## src/rtl/fetch_unit_pkg.sv

```systemverilog
// Shared types for the instruction-fetch stage.
package fetch_unit_pkg;

    typedef logic [31:0] word_t;

    // One prefetch FIFO entry: the fetch address and the word read from it.
    typedef struct packed {
        word_t pc;
        word_t instr;
    } fetch_entry_t;

    typedef enum logic [1:0] {
        RUN    = 2'd0,
        HALTED = 2'd1,
        FAULT  = 2'd2
    } fetch_state_t;

    localparam word_t RESET_PC_DEFAULT = 32'h0000_0000;

endpackage

```

## src/rtl/fetch_unit_if.sv

```systemverilog
// Handshake bundle between fetch, instruction memory and decode.
interface fetch_unit_if;
    import fetch_unit_pkg::*;

    logic  imem_ren;
    word_t imem_addr;
    logic  imem_ready;
    word_t imem_rdata;
    logic  redirect_valid;
    word_t redirect_pc;
    logic  halt;
    word_t instr;
    word_t instr_pc;
    logic  instr_valid;
    logic  instr_ready;
    logic  halted;
    logic  fetch_fault;

    modport fu (
        output imem_ren, imem_addr, instr, instr_pc, instr_valid, halted, fetch_fault,
        input  imem_ready, imem_rdata, redirect_valid, redirect_pc, halt, instr_ready
    );

    modport tb (
        input  imem_ren, imem_addr, instr, instr_pc, instr_valid, halted, fetch_fault,
        output imem_ready, imem_rdata, redirect_valid, redirect_pc, halt, instr_ready
    );

endinterface

```

## src/rtl/fetch_unit_fifo.sv

```systemverilog
// Prefetch FIFO: registered storage, flush clears to empty with pointers at 0.
module fetch_fifo
    import fetch_unit_pkg::*;
#(
    parameter int DEPTH = 4
) (
    input  logic                    CLK,
    input  logic                    RST,
    input  logic                    push,
    input  logic                    pop,
    input  logic                    flush,
    input  fetch_entry_t            din,
    output fetch_entry_t            dout,
    output logic [$clog2(DEPTH):0]  count,
    output logic                    full,
    output logic                    empty
);

    localparam int PW = $clog2(DEPTH);

    fetch_entry_t     mem [DEPTH];
    logic [PW-1:0]    wr_ptr;
    logic [PW-1:0]    rd_ptr;
    logic             do_push;
    logic             do_pop;

    // Flush wins over any same-cycle push or pop.
    assign do_push = push && !full  && !flush;
    assign do_pop  = pop  && !empty && !flush;

    assign full  = (count == (PW+1)'(DEPTH));
    assign empty = (count == '0);
    assign dout  = mem[rd_ptr];

    // Entry storage; no reset needed since empty slots are never presented.
    always_ff @(posedge CLK) begin
        if (do_push)
            mem[wr_ptr] <= din;
    end

    // Pointers and occupancy; power-of-two depth lets the pointers wrap naturally.
    always_ff @(posedge CLK or posedge RST) begin
        if (RST) begin
            wr_ptr <= '0;
            rd_ptr <= '0;
            count  <= '0;
        end else if (flush) begin
            wr_ptr <= '0;
            rd_ptr <= '0;
            count  <= '0;
        end else begin
            if (do_push) wr_ptr <= wr_ptr + 1'b1;
            if (do_pop)  rd_ptr <= rd_ptr + 1'b1;
            case ({do_push, do_pop})
                2'b10:   count <= count + 1'b1;
                2'b01:   count <= count - 1'b1;
                default: count <= count;
            endcase
        end
    end

endmodule

```

## src/rtl/fetch_unit.sv

```systemverilog
// Instruction-fetch stage: PC, imem request, prefetch FIFO, redirect/halt/fault.
module fetch_unit
    import fetch_unit_pkg::*;
#(
    parameter word_t RESET_PC   = RESET_PC_DEFAULT,
    parameter int    FIFO_DEPTH = 4
) (
    input  logic      CLK,
    input  logic      RST,
    fetch_unit_if.fu  bus
);

    localparam int CW = $clog2(FIFO_DEPTH) + 1;

    fetch_state_t   state;
    word_t          pc;
    fetch_entry_t   head;
    fetch_entry_t   din;
    logic [CW-1:0]  count;
    logic           full;
    logic           empty;
    logic           run;
    logic           accept;
    logic           out_valid;
    logic           pop;
    logic           flush;

    assign run = (state == RUN);

    // Request depends only on state, occupancy and the control inputs so that
    // decode's ready never reaches the memory request combinationally.
    assign bus.imem_ren  = run && !full && !bus.redirect_valid && !bus.halt && !RST;
    assign bus.imem_addr = pc;
    assign accept        = bus.imem_ren && bus.imem_ready;

    assign out_valid       = run && !empty;
    assign bus.instr_valid = out_valid;
    assign bus.instr       = out_valid ? head.instr : '0;
    assign bus.instr_pc    = out_valid ? head.pc    : '0;
    assign pop             = out_valid && bus.instr_ready;

    // Halt and redirect both empty the FIFO; the FIFO drops any same-cycle pop.
    assign flush = run && (bus.halt || bus.redirect_valid);

    assign bus.halted      = (state == HALTED);
    assign bus.fetch_fault = (state == FAULT);

    assign din.pc    = pc;
    assign din.instr = bus.imem_rdata;

    fetch_fifo #(
        .DEPTH (FIFO_DEPTH)
    ) u_fifo (
        .CLK   (CLK),
        .RST   (RST),
        .push  (accept),
        .pop   (pop),
        .flush (flush),
        .din   (din),
        .dout  (head),
        .count (count),
        .full  (full),
        .empty (empty)
    );

    // State and PC: halt beats redirect beats sequential fetch; terminal states hold.
    always_ff @(posedge CLK or posedge RST) begin
        if (RST) begin
            state <= RUN;
            pc    <= RESET_PC;
        end else if (run) begin
            if (bus.halt) begin
                state <= HALTED;
            end else if (bus.redirect_valid) begin
                pc <= bus.redirect_pc;
                if (bus.redirect_pc[1:0] != 2'b00)
                    state <= FAULT;
            end else if (accept) begin
                pc <= pc + 32'd4;
            end
        end
    end

endmodule

```

## src/flat_wrapper.sv

```systemverilog
// flat-port wrapper written by rule: the top's interface ports become plain ports
module fetch_unit_flat import fetch_unit_pkg::*;
#(
    parameter word_t RESET_PC   = RESET_PC_DEFAULT,
    parameter int    FIFO_DEPTH = 4
)
  (CLK, RST, bus_imem_ren, bus_imem_addr, bus_instr, bus_instr_pc, bus_instr_valid, bus_halted, bus_fetch_fault, bus_imem_ready, bus_imem_rdata, bus_redirect_valid, bus_redirect_pc, bus_halt, bus_instr_ready);
  fetch_unit_if bus_i ();
  input  logic CLK;
  input  logic RST;
  output wire logic [$bits(bus_i.imem_ren)-1:0] bus_imem_ren;
  output wire logic [$bits(bus_i.imem_addr)-1:0] bus_imem_addr;
  output wire logic [$bits(bus_i.instr)-1:0] bus_instr;
  output wire logic [$bits(bus_i.instr_pc)-1:0] bus_instr_pc;
  output wire logic [$bits(bus_i.instr_valid)-1:0] bus_instr_valid;
  output wire logic [$bits(bus_i.halted)-1:0] bus_halted;
  output wire logic [$bits(bus_i.fetch_fault)-1:0] bus_fetch_fault;
  input wire logic [$bits(bus_i.imem_ready)-1:0] bus_imem_ready;
  input wire logic [$bits(bus_i.imem_rdata)-1:0] bus_imem_rdata;
  input wire logic [$bits(bus_i.redirect_valid)-1:0] bus_redirect_valid;
  input wire logic [$bits(bus_i.redirect_pc)-1:0] bus_redirect_pc;
  input wire logic [$bits(bus_i.halt)-1:0] bus_halt;
  input wire logic [$bits(bus_i.instr_ready)-1:0] bus_instr_ready;
  assign bus_imem_ren = bus_i.imem_ren;
  assign bus_imem_addr = bus_i.imem_addr;
  assign bus_instr = bus_i.instr;
  assign bus_instr_pc = bus_i.instr_pc;
  assign bus_instr_valid = bus_i.instr_valid;
  assign bus_halted = bus_i.halted;
  assign bus_fetch_fault = bus_i.fetch_fault;
  assign bus_i.imem_ready = bus_imem_ready;
  assign bus_i.imem_rdata = bus_imem_rdata;
  assign bus_i.redirect_valid = bus_redirect_valid;
  assign bus_i.redirect_pc = bus_redirect_pc;
  assign bus_i.halt = bus_halt;
  assign bus_i.instr_ready = bus_instr_ready;
  fetch_unit #(.RESET_PC(RESET_PC), .FIFO_DEPTH(FIFO_DEPTH)) u_core (.CLK(CLK), .RST(RST), .bus(bus_i));
endmodule
```

## config.mk

```make
export PLATFORM = sky130hd
export DESIGN_NAME = fetch_unit_flat
export DESIGN_NICKNAME = d
export VERILOG_FILES = /design/src/rtl/fetch_unit_pkg.sv /design/src/rtl/fetch_unit_if.sv /design/src/rtl/fetch_unit_fifo.sv /design/src/rtl/fetch_unit.sv /design/src/flat_wrapper.sv
export SDC_FILE = /design/constraint.sdc
export NUM_CORES = 1
export LEC_CHECK = 0
export CAP_MARGIN = 25
export CORE_ASPECT_RATIO = 1.1
export CORE_MARGIN = 2
export CORE_UTILIZATION = 35
export CTS_BUF_LIST = sky130_fd_sc_hd__clkbuf_4 sky130_fd_sc_hd__clkbuf_8
export CTS_CLUSTER_DIAMETER = 200
export DETAILED_ROUTE_END_ITERATION = 7
export PLACE_DENSITY_LB_ADDON = 0.05
export SLEW_MARGIN = 15
export SYNTH_ARGS = -nofsm -noshare
export SYNTH_HDL_FRONTEND = slang
export SYNTH_SLANG_ARGS = --single-unit
```

## constraint.sdc

```tcl
create_clock -name CLK -period 4.54 [get_ports CLK]
set_input_delay 0.908 -clock CLK [delete_from_list [all_inputs] [get_ports CLK]]
set_output_delay 0.908 -clock CLK [all_outputs]
set_load 0.1 [all_outputs]
```

==> results_dict.tcl <==
set metrics [dict create \
    crit_arrival_ns 2.89 \
    period_minus_slack_ns 3.802 \
    drt_iter0_drc 441 \
    avgSynthCellArea_um2 16.99 \
    root_buffer "clkbuf_8" \
    worstPathCellList "buf_4 -> mux4_2 -> and3_1 -> buf_4" \
    synth.area.top_cells "edfxtp_1, mux4_2, dfrtp_1" \
    core_mm2 0.03513 \
    cp-end-kind "output pin" \
    fin_skew_ns 0.01973 \
    routed_via_density 5.422 \
    synth_top_area_share_pct 61.73 \
    syn_area_mm2 0.01245 \
    synth_seq_cells 297 \
    fmax_mhz 263.0 \
    placedCellCount 1318 \
    ant_nets 0 \
    yosysSeqAreaShare_pct 69.97 \
    cp.required_ns 3.63 \
    yosys_warnings 0 \
    cts_buffers 47 \
    cts_tree "yes" \
    cap_violations 0 \
    final_cell_mix "edfxtp_1, clkdlybuf4s50_1, and3_1, buf_4, mux4_2" \
    hold_viol 0 \
    rsz0062_at_grt "false" \
    cp_slowest_cell "buf_4" \
    die-height_um 201.8 \
    wire_per_inst_um 23.42 \
    slew_violations 0 \
    utilization_pct 44.62 \
    numPortBuffers 169 \
    setup_violations 0 \
    layout-drive-gt1-share_pct 24.66 \
    place_hpwl_mm 20.30 \
    grt_pass1_wl_mm 49.89 \
    fin_setup_tns_ns 0 \
    place_area_mm2 0.01457 \
    async_flop_share_pct 13.80 \
    slew_headroom_pct 30.29 \
    cts_setup_buffers 0 \
    rows 72 \
    clkTransAtPathRegs_ns 0.06 \
    critPathMaxFanout 57 \
    ys_types 66 \
    gp_congestion 0.7980 \
    dr.pass1.iters 5 \
    layout.cells.non_filler 1405 \
    initial_core_util_pct 35.45 \
    pin_count 170 \
    synth_nets 810 \
    synth_edf_count 256 \
    clkSinkCount 297 \
    status "completed" \
    crit_family "buffers and inverters" \
    cts_resized 0 \
    synth_ff_type "edfxtp_1" \
    drcViolationCount 0 \
    start_kind "register" \
    gr-usage-all-layers_pct 18.00 \
    cts_hold_buf 0 \
    worst_slew_pin_slew_ns 1.042 \
    totalWireLength_mm 32.90 \
    total_power_mw 5.786 \
    finalNetCount 1001 \
    die_w_um 183.9 \
    yosys.area.top_type "edfxtp_1" \
    clk_latency_ns 0.59 \
    max_stage_delay_ns 0.74 \
    final_common_cell "edfxtp_1" \
    ir_drop_mv 0.1729 \
    area_delta_synth_final_pct 25.87 \
    globalRouteOverflowTotal 0 \
    final_cell_area_mm2 0.01568 \
    grt_start_max_net_pins 61 \
    criticalPathCategory "register to output pin" \
    fin_crit_sh_pct 83.75 \
    hp-class "register to register" \
    diodes 0 \
    synthCells 733 \
    h-tree-depth 2 \
    antenna_found_initial 0 \
    die_area_mm2 0.03711 \
    cp.buffers_inverters 2 \
    grt_pass1_vias 8092 \
    via_count 7618 \
    cp_common_cell "buf_4" \
    max-clock-path-buffers 3 \
    powerDensity_mw_per_mm2 369.1 \
    p_leak_nw 5.717 \
]
-- where the power goes --
part | switching (mW) | internal [mW]
Clock | 1.06 | 1.54
Sequential | 0.0278 | 2.96
Combinational | 0.118 | 0.0836
Total | 1.20 | 4.58
-- layer usage --
layer | vias up | GRT usage (%) | wire (µm)
met5 | - | 0 | 0
met2 | 278 | 30.42 | 16180
met3 | 69 | 3.550 | 1889
met1 | 3884 | 23.45 | 13980
li1 | 3387 | - | -
met4 | 0 | 5.600 | 850
-- worst register-to-register path: stages (launching register included) --
cell and delay (ns):
dfrtp_1 0.45, or3_2 0.62, buf_4 0.39, nand3_1 0.23, nor3_1 0.10, ha_1 0.27
fa_1 0.39, xnor2_1 0.15, or3_1 0.32, a21oi_1 0.16
-- registers in the layout, summed over array words and instances, names as in the netlist --
name and cells:
u_core.u_fifo.wr_ptr 2, u_core.u_fifo.mem 256, u_core.u_fifo.count 3, u_core.bus.imem_addr 32
u_core.state 2, u_core.u_fifo.rd_ptr 2
-- final timing paths --
check | end | startpoint | slack (ns) | cells past startpoint
setup / recovery | bus_instr_pc[16] | u_core.u_fifo.rd_ptr[1] | 0.74 | 4
hold / removal | u_core.u_fifo.mem[2][32] | u_core.bus.imem_addr[0] | 0.58 | 0
setup reg to reg | u_core.u_fifo.count[2] | u_core.u_fifo.count[0] | 1.40 | 9
hold reg to reg | u_core.u_fifo.mem[2][32] | u_core.bus.imem_addr[0] | 0.58 | 0
max in group asynchronous | u_core.bus.imem_addr[22] | RST | 3.17 | 3
min in group asynchronous | u_core.bus.imem_addr[5] | RST | 0.71 | 2
-- through the flow --
step                      setup WS, ns  hold slack, ns
after CTS                       0.6701          0.5865
final                           0.7376          0.5772
after detailed placement         1.056          0.5638
after floorplan                 0.7779          0.5329
after global routing            0.5820          0.6133
after global placement           1.105          0.5440
-- synth_stat cells, types with 5 or more instances --
master	instances
and2_1	7
inv_1	11
o21ai_0	18
ha_1	6
nand4_1	10
nand2_1	25
nand3_1	12
a211oi_1	7
a22oi_1	5
edfxtp_1	256
buf_2	13
clkbuf_1	25
nor3_1	13
and4_1	7
nor4_1	6
a21oi_1	16
nor2_1	25
or3_1	5
dfrtp_1	41
mux4_2	64
and3_1	74
-- final cells by class --
type	instances	area (µm²)
fill	3169	19460
sequential	297	8721
multi-input combinational	380	3517
timing repair buffer	186	1754
clock buffer	58	735.7
tap	444	555.5
clock inverter	28	346.6
inverter	12	45.04
-- cell families (layout without fill, tap and decap cells) --
kind of cell / Yosys count / after routing / share of synthesized area (%)
flip-flops: 297 / 297 / 69.97
AND/OR/NAND/NOR: 213 / 213 / 10.34
AO/OA/AOI/OAI: 89 / 89 / 4.893
XOR/XNOR: 4 / 4 / 0.2814
buffers and inverters: 56 / 284 / 1.939
adder cells (fa/ha/maj): 7 / 7 / 0.7636
multiplexers: 67 / 67 / 11.82
No activity file was read; power rests on OpenSTA's default activity.
